File: src/rtl/doodle_pkg.sv
// Constants and types shared by the doodle position block and the platform collider.
package doodle_pkg;

    localparam int DOODLE_W = 78;
    localparam int DOODLE_H = 80;
    localparam int PLAT_W   = 100;
    localparam int FLOOR_Y  = 767;

    typedef enum logic [1:0] {
        ST_IDLE   = 2'd0,
        ST_SCAN   = 2'd1,
        ST_REPORT = 2'd2
    } collider_state_t;

endpackage

File: src/rtl/platform_hit_check.sv
// Combinational landing test of the doodle against one platform slot.
module platform_hit_check
    import doodle_pkg::*;
#(
    parameter int P_DOODLE_W = DOODLE_W,
    parameter int P_DOODLE_H = DOODLE_H,
    parameter int P_PLAT_W   = PLAT_W
) (
    input  logic [10:0] i_cur_x,
    input  logic [9:0]  i_cur_y,
    input  logic [9:0]  i_prev_y,
    input  logic        i_prev_valid,
    input  logic [10:0] i_plat_x,
    input  logic [9:0]  i_plat_y,
    input  logic        i_plat_valid,
    output logic        o_hit
);

    logic [11:0] w_cur_x;
    logic [11:0] w_cur_y;
    logic [11:0] w_prev_y;
    logic [11:0] w_plat_x;
    logic [11:0] w_plat_y;
    logic [11:0] w_cur_feet;
    logic [11:0] w_prev_feet;
    logic [11:0] w_cur_right;
    logic [11:0] w_plat_right;

    assign w_cur_x      = {1'b0, i_cur_x};
    assign w_cur_y      = {2'b00, i_cur_y};
    assign w_prev_y     = {2'b00, i_prev_y};
    assign w_plat_x     = {1'b0, i_plat_x};
    assign w_plat_y     = {2'b00, i_plat_y};
    assign w_cur_feet   = w_cur_y + 12'(P_DOODLE_H);
    assign w_prev_feet  = w_prev_y + 12'(P_DOODLE_H);
    assign w_cur_right  = w_cur_x + 12'(P_DOODLE_W);
    assign w_plat_right = w_plat_x + 12'(P_PLAT_W);

    // Feet must have swept through the platform top during this frame's fall.
    assign o_hit = i_prev_valid && (w_cur_y > w_prev_y) && i_plat_valid &&
                   (w_prev_feet <= w_plat_y) && (w_plat_y <= w_cur_feet) &&
                   (w_cur_right > w_plat_x) && (w_cur_x < w_plat_right);

endmodule

File: src/rtl/platform_collider.sv
// Per-frame sequential platform scan producing held collision/ground results.
module platform_collider
    import doodle_pkg::*;
#(
    parameter int NUM_PLATFORMS = 8,
    parameter int P_DOODLE_W    = DOODLE_W,
    parameter int P_DOODLE_H    = DOODLE_H,
    parameter int P_PLAT_W      = PLAT_W,
    parameter int P_FLOOR_Y     = FLOOR_Y,
    localparam int IDXW         = $clog2(NUM_PLATFORMS) + 1
) (
    input  logic                            i_clk,
    input  logic                            i_rst,
    input  logic                            i_frame_tick,
    input  logic [10:0]                     i_doodle_x,
    input  logic [9:0]                      i_doodle_y,
    input  logic [NUM_PLATFORMS-1:0][10:0]  i_plat_x,
    input  logic [NUM_PLATFORMS-1:0][9:0]   i_plat_y,
    input  logic [NUM_PLATFORMS-1:0]        i_plat_valid,
    output logic                            o_collision,
    output logic [1:0][9:0]                 o_ground,
    output logic [IDXW-1:0]                 o_hit_index,
    output logic                            o_busy
);

    collider_state_t r_state, w_state_nxt;

    logic [10:0]     r_cur_x;
    logic [9:0]      r_cur_y;
    logic [9:0]      r_prev_y;
    logic            r_prev_valid;
    logic [IDXW-1:0] r_idx;
    logic            r_best_found;
    logic [10:0]     r_best_x;
    logic [9:0]      r_best_y;
    logic [IDXW-1:0] r_best_idx;
    logic            r_collision;
    logic [9:0]      r_ground_y;
    logic [9:0]      r_ground_x;
    logic [IDXW-1:0] r_hit_index;

    logic [10:0]     w_sel_x;
    logic [9:0]      w_sel_y;
    logic            w_sel_valid;
    logic            w_hit;
    logic            w_last;
    logic            w_floor;

    always_comb begin
        w_sel_x     = '0;
        w_sel_y     = '0;
        w_sel_valid = 1'b0;
        for (int i = 0; i < NUM_PLATFORMS; i++) begin
            if (r_idx == IDXW'(i)) begin
                w_sel_x     = i_plat_x[i];
                w_sel_y     = i_plat_y[i];
                w_sel_valid = i_plat_valid[i];
            end
        end
    end

    platform_hit_check #(
        .P_DOODLE_W (P_DOODLE_W),
        .P_DOODLE_H (P_DOODLE_H),
        .P_PLAT_W   (P_PLAT_W)
    ) u_hit_check (
        .i_cur_x      (r_cur_x),
        .i_cur_y      (r_cur_y),
        .i_prev_y     (r_prev_y),
        .i_prev_valid (r_prev_valid),
        .i_plat_x     (w_sel_x),
        .i_plat_y     (w_sel_y),
        .i_plat_valid (w_sel_valid),
        .o_hit        (w_hit)
    );

    assign w_last  = (r_idx == IDXW'(NUM_PLATFORMS - 1));
    assign w_floor = r_prev_valid && (r_cur_y > r_prev_y) &&
                     (({2'b00, r_cur_y} + 12'(P_DOODLE_H)) >= 12'(P_FLOOR_Y));

    always_ff @(posedge i_clk or posedge i_rst) begin
        if (i_rst) r_state <= ST_IDLE;
        else       r_state <= w_state_nxt;
    end

    always_comb begin
        w_state_nxt = r_state;
        case (r_state)
            ST_IDLE:   if (i_frame_tick) w_state_nxt = ST_SCAN;
            ST_SCAN:   if (w_last) w_state_nxt = ST_REPORT;
            ST_REPORT: w_state_nxt = ST_IDLE;
            default:   w_state_nxt = ST_IDLE;
        endcase
    end

    always_ff @(posedge i_clk or posedge i_rst) begin
        if (i_rst) begin
            r_cur_x      <= '0;
            r_cur_y      <= '0;
            r_prev_y     <= '0;
            r_prev_valid <= 1'b0;
            r_idx        <= '0;
            r_best_found <= 1'b0;
            r_best_x     <= '0;
            r_best_y     <= '0;
            r_best_idx   <= '0;
            r_collision  <= 1'b0;
            r_ground_y   <= 10'(P_FLOOR_Y);
            r_ground_x   <= '0;
            r_hit_index  <= IDXW'(NUM_PLATFORMS);
        end else begin
            case (r_state)
                ST_IDLE: begin
                    if (i_frame_tick) begin
                        r_cur_x      <= i_doodle_x;
                        r_cur_y      <= i_doodle_y;
                        r_idx        <= '0;
                        r_best_found <= 1'b0;
                    end
                end
                ST_SCAN: begin
                    r_idx <= r_idx + 1'b1;
                    // Strict compare keeps the earlier (lower) slot on equal heights.
                    if (w_hit && (!r_best_found || (w_sel_y < r_best_y))) begin
                        r_best_found <= 1'b1;
                        r_best_x     <= w_sel_x;
                        r_best_y     <= w_sel_y;
                        r_best_idx   <= r_idx;
                    end
                end
                ST_REPORT: begin
                    if (r_best_found) begin
                        r_collision <= 1'b1;
                        r_ground_x  <= r_best_x[9:0];
                        r_ground_y  <= r_best_y;
                        r_hit_index <= r_best_idx;
                    end else if (w_floor) begin
                        r_collision <= 1'b1;
                        r_ground_x  <= '0;
                        r_ground_y  <= 10'(P_FLOOR_Y);
                        r_hit_index <= IDXW'(NUM_PLATFORMS);
                    end else begin
                        r_collision <= 1'b0;
                    end
                    r_prev_y     <= r_cur_y;
                    r_prev_valid <= 1'b1;
                end
                default: ;
            endcase
        end
    end

    assign o_collision = r_collision;
    assign o_ground[0] = r_ground_y;
    assign o_ground[1] = r_ground_x;
    assign o_hit_index = r_hit_index;
    assign o_busy      = (r_state != ST_IDLE);

endmodule

File: config.mk
export PLATFORM = sky130hd
export DESIGN_NAME = platform_collider
export DESIGN_NICKNAME = d
export VERILOG_FILES = /design/src/rtl/doodle_pkg.sv /design/src/rtl/platform_hit_check.sv /design/src/rtl/platform_collider.sv
export SDC_FILE = /design/constraint.sdc
export NUM_CORES = 1
export LEC_CHECK = 0
export CORE_ASPECT_RATIO = 1.75
export CORE_MARGIN = 1.5
export CORE_UTILIZATION = 43
export DETAILED_ROUTE_END_ITERATION = 10
export GPL_TIMING_DRIVEN = 0
export PLACE_DENSITY = 0.9
export SETUP_SLACK_MARGIN = 0.2
export SYNTH_ARGS = -nofsm -noshare
export SYNTH_HDL_FRONTEND = slang
export SYNTH_SLANG_ARGS = --single-unit
File: constraint.sdc
create_clock -name i_clk -period 4 [get_ports i_clk]
set_clock_uncertainty 0.2 [all_clocks]
set_input_delay 1.2 -clock i_clk [delete_from_list [all_inputs] [get_ports i_clk]]
set_output_delay 1.2 -clock i_clk [all_outputs]
set_load 0.005 [all_outputs]
==> results of run 1 <==
[how the worst max path moves through the flow]
| stage | from | endpoint | slack, ns | cells after the start |
|---|---|---|---|---|
| 2_1_floorplan | r_idx[1] | r_best_idx[1] | -0.14 | 22 |
| 3_3_place_gp | r_idx[2] | r_best_y[1] | -1.39 | 19 |
| 3_5_place_dp | r_idx[2] | r_best_y[1] | -1.42 | 19 |
| 4_1_cts | r_idx[0] | r_best_y[9] | -0.63 | 20 |
| 5_1_grt | i_plat_x[27] | r_best_x[5] | -0.89 | 15 |
| 6_report | i_plat_y[3] | r_best_x[5] | -0.79 | 17 |
[power by group through the flow]
stage	logic [mW]	clock network [mW]	registers (mW)
after floorplan	4.42	0	1.42
after global placement	5.89	0	1.50
after detailed placement	6.14	0	1.53
after CTS	7.03	0.881	1.51
after global routing	8.82	0.922	1.55
final	8.21	0.878	1.53
[per-layer routing]
| metal | wire [um] | global-route usage | part of all wire | up-vias |
|---|---|---|---|---|
| li1 | - | - | - | 3519 |
| met1 | 9810 | 0.340 | 0.35 | 3792 |
| met2 | 14000 | 0.559 | 0.50 | 478 |
| met3 | 2000 | 0.0538 | 0.071 | 152 |
| met4 | 2270 | 0.207 | 0.081 | 0 |
| met5 | 0 | 0 | 0 | - |
[critical path, stage by stage]
cell             delay [ns]
clkdlybuf4s50_1        0.42
a222oi_1               0.41
or3_1                  0.19
a21oi_2                0.06
a221o_2                0.40
buf_6                  0.16
ha_4                   0.21
o21ai_2                0.06
a21oi_1                0.05
o21ai_1                0.20
a211oi_2               0.10
a2111oi_2              0.35
o2111ai_2              0.19
a21o_1                 0.22
buf_6                  0.15
buf_6                  0.14
mux2_1                 0.31
[flip-flops by register name (all words and copies together) (netlist names)]
signal	count
r_best_found	1
r_state	2
r_prev_y	10
r_cur_x	11
r_idx	4
r_best_x	10
r_best_y	10
o_collision	1
r_ground_y	10
r_prev_valid	1
o_hit_index	4
r_ground_x	10
r_best_idx	4
r_cur_y	10
[cells by family after synthesis]
logic type / Yosys count
AND/OR/NAND/NOR: 233
flip-flops: 88
multiplexers: 21
XOR/XNOR: 23
buffers and inverters: 117
AO/OA/AOI/OAI: 251
adder cells (fa/ha/maj): 69
[through the flow]
step	total power, mW	util	hold slack (ns)	area (um2)
after CTS	9.42	0.656	0.272	10500
after global placement	7.40	0.602	0.255	9600
after floorplan	5.83	-	0.240	7110
after detailed placement	7.66	0.604	0.256	9630
after global routing	11.3	0.684	0.296	10900
final	10.6	0.684	0.276	10900
[area by class of cell]
type,instances,area (um2)
multi-input combinational,597,4770
buffer,48,415
inverter,69,262
clock inverter,4,52.6
timing repair buffer,275,2700
fill,1120,5030
sequential,88,2220
clock buffer,12,256
tap,189,236
antenna,1,2.50
[cells in the final DEF, fill, tap and decap left out, drive strengths merged, types with 8 or more instances in the layout]
| cell type | netlist | routed |
|---|---|---|
| a211oi | 17 | 17 |
| a21o | 8 | 8 |
| a21oi | 54 | 54 |
| a221o | 9 | 9 |
| a221oi | 17 | 17 |
| a222oi | 11 | 11 |
| a22o | 14 | 14 |
| a2bb2oi | 11 | 11 |
| buf | 19 | 72 |
| clkbuf | 29 | 38 |
| clkdlybuf4s50 | 0 | 221 |
| dfrtp | 78 | 78 |
| dfstp | 10 | 10 |
| ha | 69 | 69 |
| inv | 69 | 69 |
| mux2 | 18 | 18 |
| nand2 | 91 | 91 |
| nand2b | 8 | 8 |
| nand3 | 10 | 10 |
| nand3b | 10 | 10 |
| nand4 | 13 | 13 |
| nor2 | 40 | 40 |
| nor2b | 15 | 15 |
| nor3 | 15 | 15 |
| o21ai | 56 | 56 |
| or3 | 9 | 9 |
| xnor2 | 17 | 17 |
[repair_timing]
item                                    4_1_cts  5_1_grt
gates resized for setup                      70       91
pin swaps                                    13       24
endpoints found under the setup margin       25       25
gates cloned                                  3        0
setup buffers                                29       17
==> results by group, run 1 <==
Outcome
  • Status: finished with violations
  • Failing checks: setup timing

Floorplan
  • Die height: 172 um
  • Core ar.: 16000 um2
  • I/O pins: 226
  • Initial core utilization: 0.440
  • Die area: 17100 um2
  • Rows: 61
  • Die Wd: ~100 um

Pwr
  • Pwr per Cell Area: 972 nW/um2
  • P_sw: 5.08 mW
  • Comb pwr share: 0.773
  • Int Pwr: 5.54 mW
  • VDD IR-drop max: 0.495 mV
  • Power share of the clock group: 0.083
  • Switching Share: 0.479
  • Leakage Power: 4.68 nW
  • Register share of total power: 0.144

Clock tree
  • H-tree levels: 3
  • Root Buffer: clkbuf_16
  • Reg clk slew, reported paths: 0.07 ns
  • CTS Sinks: 88
  • CTS tree: built
  • Skew-Pair Late Insertion Delay: 0.35 ns
  • CTS buffer count: 9
  • CTS Buffer Depth: 2
  • Post-CTS Hold Fix Bufs: 0

Placed design
  • Buffers on Ports: 225
  • Placed insts: 1217
  • GP Congestion: 0.999
  • Post-place setup slack: -1.42 ns
  • DP HPWL: between 20000 and 25000 um

STA
  • Min Tclk post-route: 4.79 ns
  • FMAX: 0.209 GHz
  • Pins Over Slew Limit: 0
  • Slew @ Worst Pin: 0.803 ns
  • Post-route setup slack: -0.791 ns
  • Setup TNS Final: -18.70 ns
  • RSZ-0062 raised after global routing: true
  • Period utilization: 1.20
  • Slew HR: 0.465
  • Final Hold Viols: 0
  • Setup-failing EPs final: 25

Cells and area
  • Final net count: 1357
  • Finished Layout Cells: 1283
  • Share of cells above drive strength 1: 0.208
  • Area Overhead vs Synth: 55.5%

Synthesis
  • Mapped Avg Cell Area: 8.76 um2
  • Ys flop type: dfrtp_1
  • Largest cells by area after synthesis: dfrtp_1, ha_1, nand2_1
  • Synthesized area: about 7000 um2
  • Adder-Cell Fraction of Synth Area: 0.123
  • Mux contribution to synthesized area: 0.0396
  • Most numerous cell in the Yosys netlist: nand2_1
  • Netlist cell types: 70
  • Yosys Warn Count: 0
  • Synth Area in Simple Gates: 0.163
  • Seq/Total Area, Yosys: 0.315
  • Asr flop ratio synth: 1.00
  • Flops & latches, synth: a little under 90
  • Area leader, netlist: dfrtp_1
  • Largest family of logic cells by synthesized area: compound AO/OA/AOI/OAI gates
  • Syn Inst Count: 802
  • Post-Syn Nets: 1071
  • Synth top area share: 0.278
  • Synth Area in XOR/XNOR: 0.0287
  • Commonest cells in the synthesized netlist: nand2_1, dfrtp_1, ha_1, inv_1
  • EDFF count, synth: 0
  • Synth Area in Compound Gates: 0.258

Global route
  • Initial antenna violation count: 1
  • Vias in the first global route: 7894
  • Global-route wire length before repair: between 40000 and 50000 um
  • Global-route total usage across every layer: 0.314
  • Largest net degree at the start of global routing: 76
  • Grt total ovfl: 0

Worst setup path
  • Critical path class: input pin to flop
  • Startpoint types: input pin
  • CP Capture Type: flop
  • Worst EP arrival: 4.81 ns
  • R2r worst-path depth: 19
  • FF-to-FF End: r_best_x[5]
  • CP max FO: 5
  • Crit path required time: 4.02 ns
  • Reg2reg setup slack: -0.78 ns
  • R2R Path Start: r_idx[0]

Route
  • Antenna Nets Post-Route: 0
  • First-pass DRT Iterations: 6
  • DRC viols: 0
  • DR iter-0 viols: 622
  • Routed WL: ~28000 um
  • Routed via count: 7941
  • Post-DR wirelength/cell: 21.9 um
  • Vias per cell: 6.19

Flow run
  • Max-cap violations: 0

Min path
  • HP Class: flop to flop
  • Hold wc startpoint: r_prev_valid
  • Hold path cells: 1
  • WHS Endpoint: r_prev_valid
No activity file was read; power rests on OpenSTA's default activity.
==> run 2: changes to the inputs <==
- SYNTH_HIERARCHICAL: unset -> 1
==> results by group, run 2 <==
Clock tree
  • H-tree levels: 3
  • Post-CTS Hold Fix Bufs: 0
  • Skew-Pair Late Insertion Delay: ~0.35 ns
  • CTS buffer count: 9
  • CTS tree: built
  • CTS Buffer Depth: 2
  • CTS Sinks: 88
  • Root Buffer: clkbuf_16
  • Reg clk slew, reported paths: around 0.06 ns

Cells and area
  • Most frequent cells in the layout: clkdlybuf4s50_1, dfrtp_1, inv_1
  • Finished Layout Cells: 1276
  • Final net count: 1359
  • Share of cells above drive strength 1: 0.232
  • Fillers: 1188
  • Area Overhead vs Synth: 54.2%
  • Top reg by flops: r_cur_x
  • Commonest non-fill, non-tap cell in the layout: clkdlybuf4s50_1
  • Antenna cells: 0
  • Max reg flops: 11

Synthesis
  • Seq/Total Area, Yosys: 0.311
  • Most numerous cell in the Yosys netlist: inv_1
  • Netlist cell types: 72
  • Flops & latches, synth: 88
  • Mux contribution to synthesized area: 0.0733
  • Yosys Warn Count: 6
  • Adder-Cell Fraction of Synth Area: 0.141
  • Commonest cells in the synthesized netlist: inv_1, ha_1, dfrtp_1, o21ai_0, nand2_1
  • Mapped Avg Cell Area: between 8 and 9 um2
  • Synth top area share: 0.274
  • Area leader, netlist: dfrtp_1
  • Synth Area in XOR/XNOR: 0.0295
  • Asr flop ratio synth: 1.00
  • EDFF count, synth: 0
  • Synth Area in Simple Gates: 0.121
  • Synth Area in Compound Gates: 0.256
  • Largest cells by area after synthesis: dfrtp_1, ha_1, o21ai_0
  • Post-Syn Nets: 1083
  • Syn Inst Count: roughly 800
  • Largest family of logic cells by synthesized area: compound AO/OA/AOI/OAI gates
  • Ys flop type: dfrtp_1
  • Synthesized area: 7120 um2

Route
  • Antenna Nets Post-Route: 0
  • First-pass DRT Iterations: 7
  • Vias per cell: ~6.2
  • DRC viols: 0
  • Routed via count: 7878
  • DR iter-0 viols: 495
  • Post-DR wirelength/cell: 22.4 um
  • Routed WL: 28600 um

Global route
  • Global-route wire length before repair: between 40000 and 50000 um
  • Global-route total usage across every layer: 0.323
  • Largest net degree at the start of global routing: 61
  • Grt total ovfl: 0
  • Initial antenna violation count: 0
  • Vias in the first global route: roughly 8400

Outcome
  • Failing checks: setup timing
  • Status: finished with violations

Pwr
  • Leakage Power: 4.71 nW
  • Pwr Total: about 10 mW
  • Pwr per Cell Area: 955 nW/um2
  • VDD IR-drop max: about 0.55 mV

STA
  • Setup TNS Final: -25.21 ns
  • RSZ-0062 raised after global routing: true
  • Pins Over Slew Limit: 0
  • Min Tclk post-route: 5.04 ns
  • Period utilization: 1.26
  • Final Hold Viols: 0
  • Setup-failing EPs final: 25
  • FMAX: 0.198 GHz
  • Slew @ Worst Pin: slightly below 0.7 ns
  • Post-route setup slack: -1.04 ns
  • Slew HR: 0.535

Worst setup path
  • CP max FO: 5
  • R2R Path Start: r_idx[1]
  • CP Capture Type: flop
  • Critical path class: input pin to flop
  • CP startpoint: i_plat_x[19]
  • Worst EP arrival: 5.07 ns
  • Startpoint types: input pin
  • Crit path required time: 4.03 ns

Placed design
  • DP HPWL: 20100 um
  • Buffers on Ports: 225
  • GP Congestion: 0.943
  • Placed insts: 1221

Flow run
  • Max-cap violations: 0

Floorplan
  • Core ar.: 16300 um2
  • Die height: around 170 um
  • Rows: 62
  • I/O pins: 226
  • Initial core utilization: 0.437
  • Die Wd: 100 um
  • Die area: around 17000 um2

Min path
  • HP Class: flop to flop
  • Hold wc startpoint: r_ground_y[9]
[run 2: changes by cell type after synthesis, sizes merged, moves of 13 or more]
cell and change:
nand2 -35, mux2 +25, o21ai +22, a22oi +15
inv +13
[run 2: where the power goes]
group	internal [mW]	switching, mW	leakage, nW
clock	0.510	0.385	0.152
sequential	1.24	0.491	1.13
combinational	3.59	4.27	3.43
total	5.34	5.15	4.71
[run 2: cells by family (layout without fill, tap and decap cells)]
group                      count (synthesis)  count (layout)
muxes                                     43              43
AOI/OAI and AO/OA                        274             274
buffers and inverters                    119             400
xor gates and xnor gates                  24              24
and+or+nand+nor                          175             175
adders and majority gates                 80              80
DFF                                       88              88
[run 2: per-layer routing]
metal	routed length [um]	share of wire	vias to the layer above	track usage
met3	1710	0.060	172	0.0565
met1	9280	0.32	3733	0.317
li1	-	-	3493	-
met5	0	0	-	0
met4	2460	0.086	0	0.251
met2	15100	0.53	480	0.583
[run 2: stage by stage]
step	cell area [um2]	setup slack, ns	utilization	hold WS, ns
after floorplan	7150	-0.524	-	0.262
after global placement	9640	-1.63	0.592	0.273
after detailed placement	9670	-1.71	0.594	0.283
after CTS	10700	-0.732	0.656	0.306
after global routing	11000	-1.10	0.674	0.310
final	11000	-1.04	0.674	0.306
[run 2: critical path: stages]
cell	delay, ns
clkdlybuf4s50_1	0.41
a221oi_1	0.35
nor2_1	0.13
a211oi_2	0.22
o21ai_2	0.11
inv_2	0.11
ha_1	0.26
nand4_1	0.15
nor2_1	0.10
nand4_1	0.12
o21ai_0	0.10
o22a_2	0.28
nor4_4	0.31
nand3b_1	0.16
a211oi_2	0.25
o21a_2	0.26
nor2_8	0.08
clkbuf_16	0.18
mux2_4	0.30
[run 2: final cells by class]
cell class / instances / area, um2 / share of cell area
repair buffers: 265 / 2650 / 0.241
clock buffers: 10 / 239 / 0.0218
multi-input cells: 596 / 4960 / 0.451
flip-flops and latches: 88 / 2220 / 0.202
clock inverters: 6 / 80.1 / 0.00729
inverters: 82 / 313 / 0.0285
plain buffers: 37 / 293 / 0.0267
well taps: 192 / 240 / 0.0219
[run 2: timing repair]
| item | CTS | global route |
|---|---|---|
| setup endpoints to repair | 25 | 25 |
| setup buffers | 26 | 8 |
| hold endpoints to repair | 0 | 0 |
| gates resized for setup | 169 | 51 |
| pin swaps | 56 | 3 |
| cloned | 2 | 3 |
[run 2: path summary, 6_finish.rpt]
| check | endpoint | slack (ns) | cells past startpoint |
|---|---|---|---|
| setup / recovery | r_best_idx[0] | -1.04 | 19 |
| hold / removal | r_ground_y[9] | 0.31 | 1 |
| setup reg to reg | r_best_idx[0] | -0.97 | 25 |
| hold reg to reg | r_ground_y[9] | 0.31 | 1 |
| max in group asynchronous | o_hit_index[3] | 1.94 | 3 |
| min in group asynchronous | r_cur_y[6] | 0.99 | 2 |
==> run 3: changes to the inputs <==
- SETUP_SLACK_MARGIN: 0.2 -> 0.1
==> results by group, run 3 (same netlist as run 2, synthesis figures left out) <==
Route
  • First-pass DRT Iterations: 8
  • Post-DR wirelength/cell: 22.3 um
  • DRC viols: 0
  • Antenna Nets Post-Route: 0
  • Routed via count: around 7900
  • Vias per cell: 6.17
  • Routed WL: 28400 um
  • DR iter-0 viols: 440

Global route
  • Largest net degree at the start of global routing: 61
  • GR Util met2: 0.585
  • Initial antenna violation count: 0
  • Vias in the first global route: 8337
  • Grt met3 use: 0.0540
  • Grt total ovfl: 0
  • Met1 Usage GRT: 0.317
  • Global-route wire length before repair: 43000 um
  • Gr busiest metal: met2
  • Global-route total usage across every layer: 0.321

Outcome
  • Failing checks: setup timing
  • Status: finished with violations

STA
  • Pins Over Slew Limit: 0
  • RSZ-0062 raised after global routing: true
  • FMAX: 0.203 GHz
  • Final Hold Viols: 0
  • Post-route setup slack: -0.932 ns
  • Hold slack: between 0.3 and 0.4 ns
  • Min Tclk post-route: around 5 ns
  • Setup-failing EPs final: 25
  • Slew @ Worst Pin: 0.644 ns
  • Slew HR: 0.571
  • Period utilization: 1.23

Worst setup path
  • Startpoint types: input pin
  • Worst EP arrival: 4.96 ns
  • Crit path required time: about 4.0 ns
  • Critical path class: input pin to flop
  • CP max FO: 5
  • CP Capture Type: flop

Placed design
  • DP HPWL: a little over 20000 um
  • GP Congestion: 0.943
  • Post-place setup slack: -1.71 ns
  • Buffers on Ports: 225

Pwr
  • VDD IR-drop max: 0.485 mV
  • Pwr per Cell Area: 955 nW/um2
  • Leakage Power: 4.68 nW

Floorplan
  • Die Wd: 100 um
  • Die height: 173 um
  • Initial core utilization: 0.437
  • Rows: 62
  • I/O pins: around 230
  • Die area: approximately 17000 um2
  • Core ar.: about 16000 um2

Clock tree
  • Skew-Pair Late Insertion Delay: 0.35 ns
  • Root Buffer: clkbuf_16
  • CTS buffer count: 9
  • CTS Buffer Depth: 2
  • CTS tree: built
  • H-tree levels: 3
  • CTS Sinks: 88
  • Reg clk slew, reported paths: around 0.06 ns

Cells and area
  • Max reg flops: 11
  • Share of cells above drive strength 1: 0.221
  • Final net count: 1356
  • Antenna cells: 0
  • Top reg by flops: r_cur_x
  • Reg area: 2220 um2
  • Multi-input logic area: 4900 um2
  • Commonest non-fill, non-tap cell in the layout: clkdlybuf4s50_1
  • Most frequent cells in the layout: clkdlybuf4s50_1, dfrtp_1, inv_1
  • Fillers: 1213
  • Area Overhead vs Synth: 52.8%

Min path
  • HP Class: flop to flop

Flow run
  • Max-cap violations: 0
==> run 3: cell types whose count changed in the layout (fill, tap and decap cells not counted), moves of 2 or more <==
cell and change:
buf_6 -3, ha_2 +2, ha_4 -2, nand2_1 +2, nand2_2 -2, o22ai_1 +2, o22ai_2 -2
==> run 3: layer usage <==
metal	vias up	wire, um
li1	3500	-
met1	3714	9090
met2	459	15000
met3	178	1770
met4	0	2530
met5	-	0
==> run 3: per-stage QoR <==
stage | setup TNS [ns] | cell area (um2) | utilization | total power [mW] | std cells
after floorplan | -12.03 | 7150 | - | 5.72 | 803
after global placement | -118.05 | 9640 | 0.592 | 7.21 | 1220
after detailed placement | -41.10 | 9670 | 0.594 | 7.51 | 1221
after CTS | -16.92 | 10600 | 0.653 | 9.57 | 1260
after global routing | -26.28 | 10900 | 0.668 | 11.1 | 1273
final | -22.10 | 10900 | 0.668 | 10.4 | 1273
==> run 3: power breakdown <==
group	total (mW)	internal, mW	switching (mW)	leakage [nW]
clock	0.891	0.510	0.382	0.152
combinational	7.78	3.57	4.21	3.40
sequential	1.72	1.24	0.479	1.13
==> run 3: critical path, cell delays in order <==
cell and delay (ns):
clkdlybuf4s50_1 0.47, a22oi_1 0.08, o21ai_1 0.18, a221o_1 0.18, o21ai_2 0.08, a21oi_2 0.26
inv_2 0.09, ha_1 0.31, and3_1 0.18, nand4_1 0.11, o21ai_0 0.10, o22a_2 0.28
nor4_4 0.33, nand3b_1 0.12, a211oi_2 0.19, o21a_2 0.25, nor2_8 0.07, clkbuf_16 0.17
mux2_4 0.30
==> run 3: repair_timing <==
item	in CTS	in global routing
pin swaps	56	8
gates resized for setup	164	35
endpoints found under the setup margin	25	25
hold buffers	0	0
endpoints found under the hold margin	0	0
gates cloned	2	3
setup buffers	26	10
==> run 3: cell type report <==
cell class	instances	share of cell area
plain buffers	37	0.0261
clock buffers	10	0.0220
clock inverters	6	0.00736
inverters	82	0.0285
multi-input cells	596	0.450
flip-flops and latches	88	0.204
well taps	192	0.0221
repair buffers	262	0.241
==> run 3: final timing paths <==
| path | start | end | slack (ns) | cells past startpoint |
|---|---|---|---|---|
| setup / recovery | i_plat_x[21] | r_best_idx[0] | -0.93 | 19 |
| hold / removal | r_ground_y[9] | r_ground_y[9] | 0.31 | 1 |
| setup reg to reg | r_idx[0] | r_best_idx[0] | -0.92 | 23 |
| hold reg to reg | r_ground_y[9] | r_ground_y[9] | 0.31 | 1 |
| max in group asynchronous | i_rst | o_hit_index[3] | 1.93 | 3 |
| min in group asynchronous | i_rst | r_cur_y[6] | 0.99 | 2 |
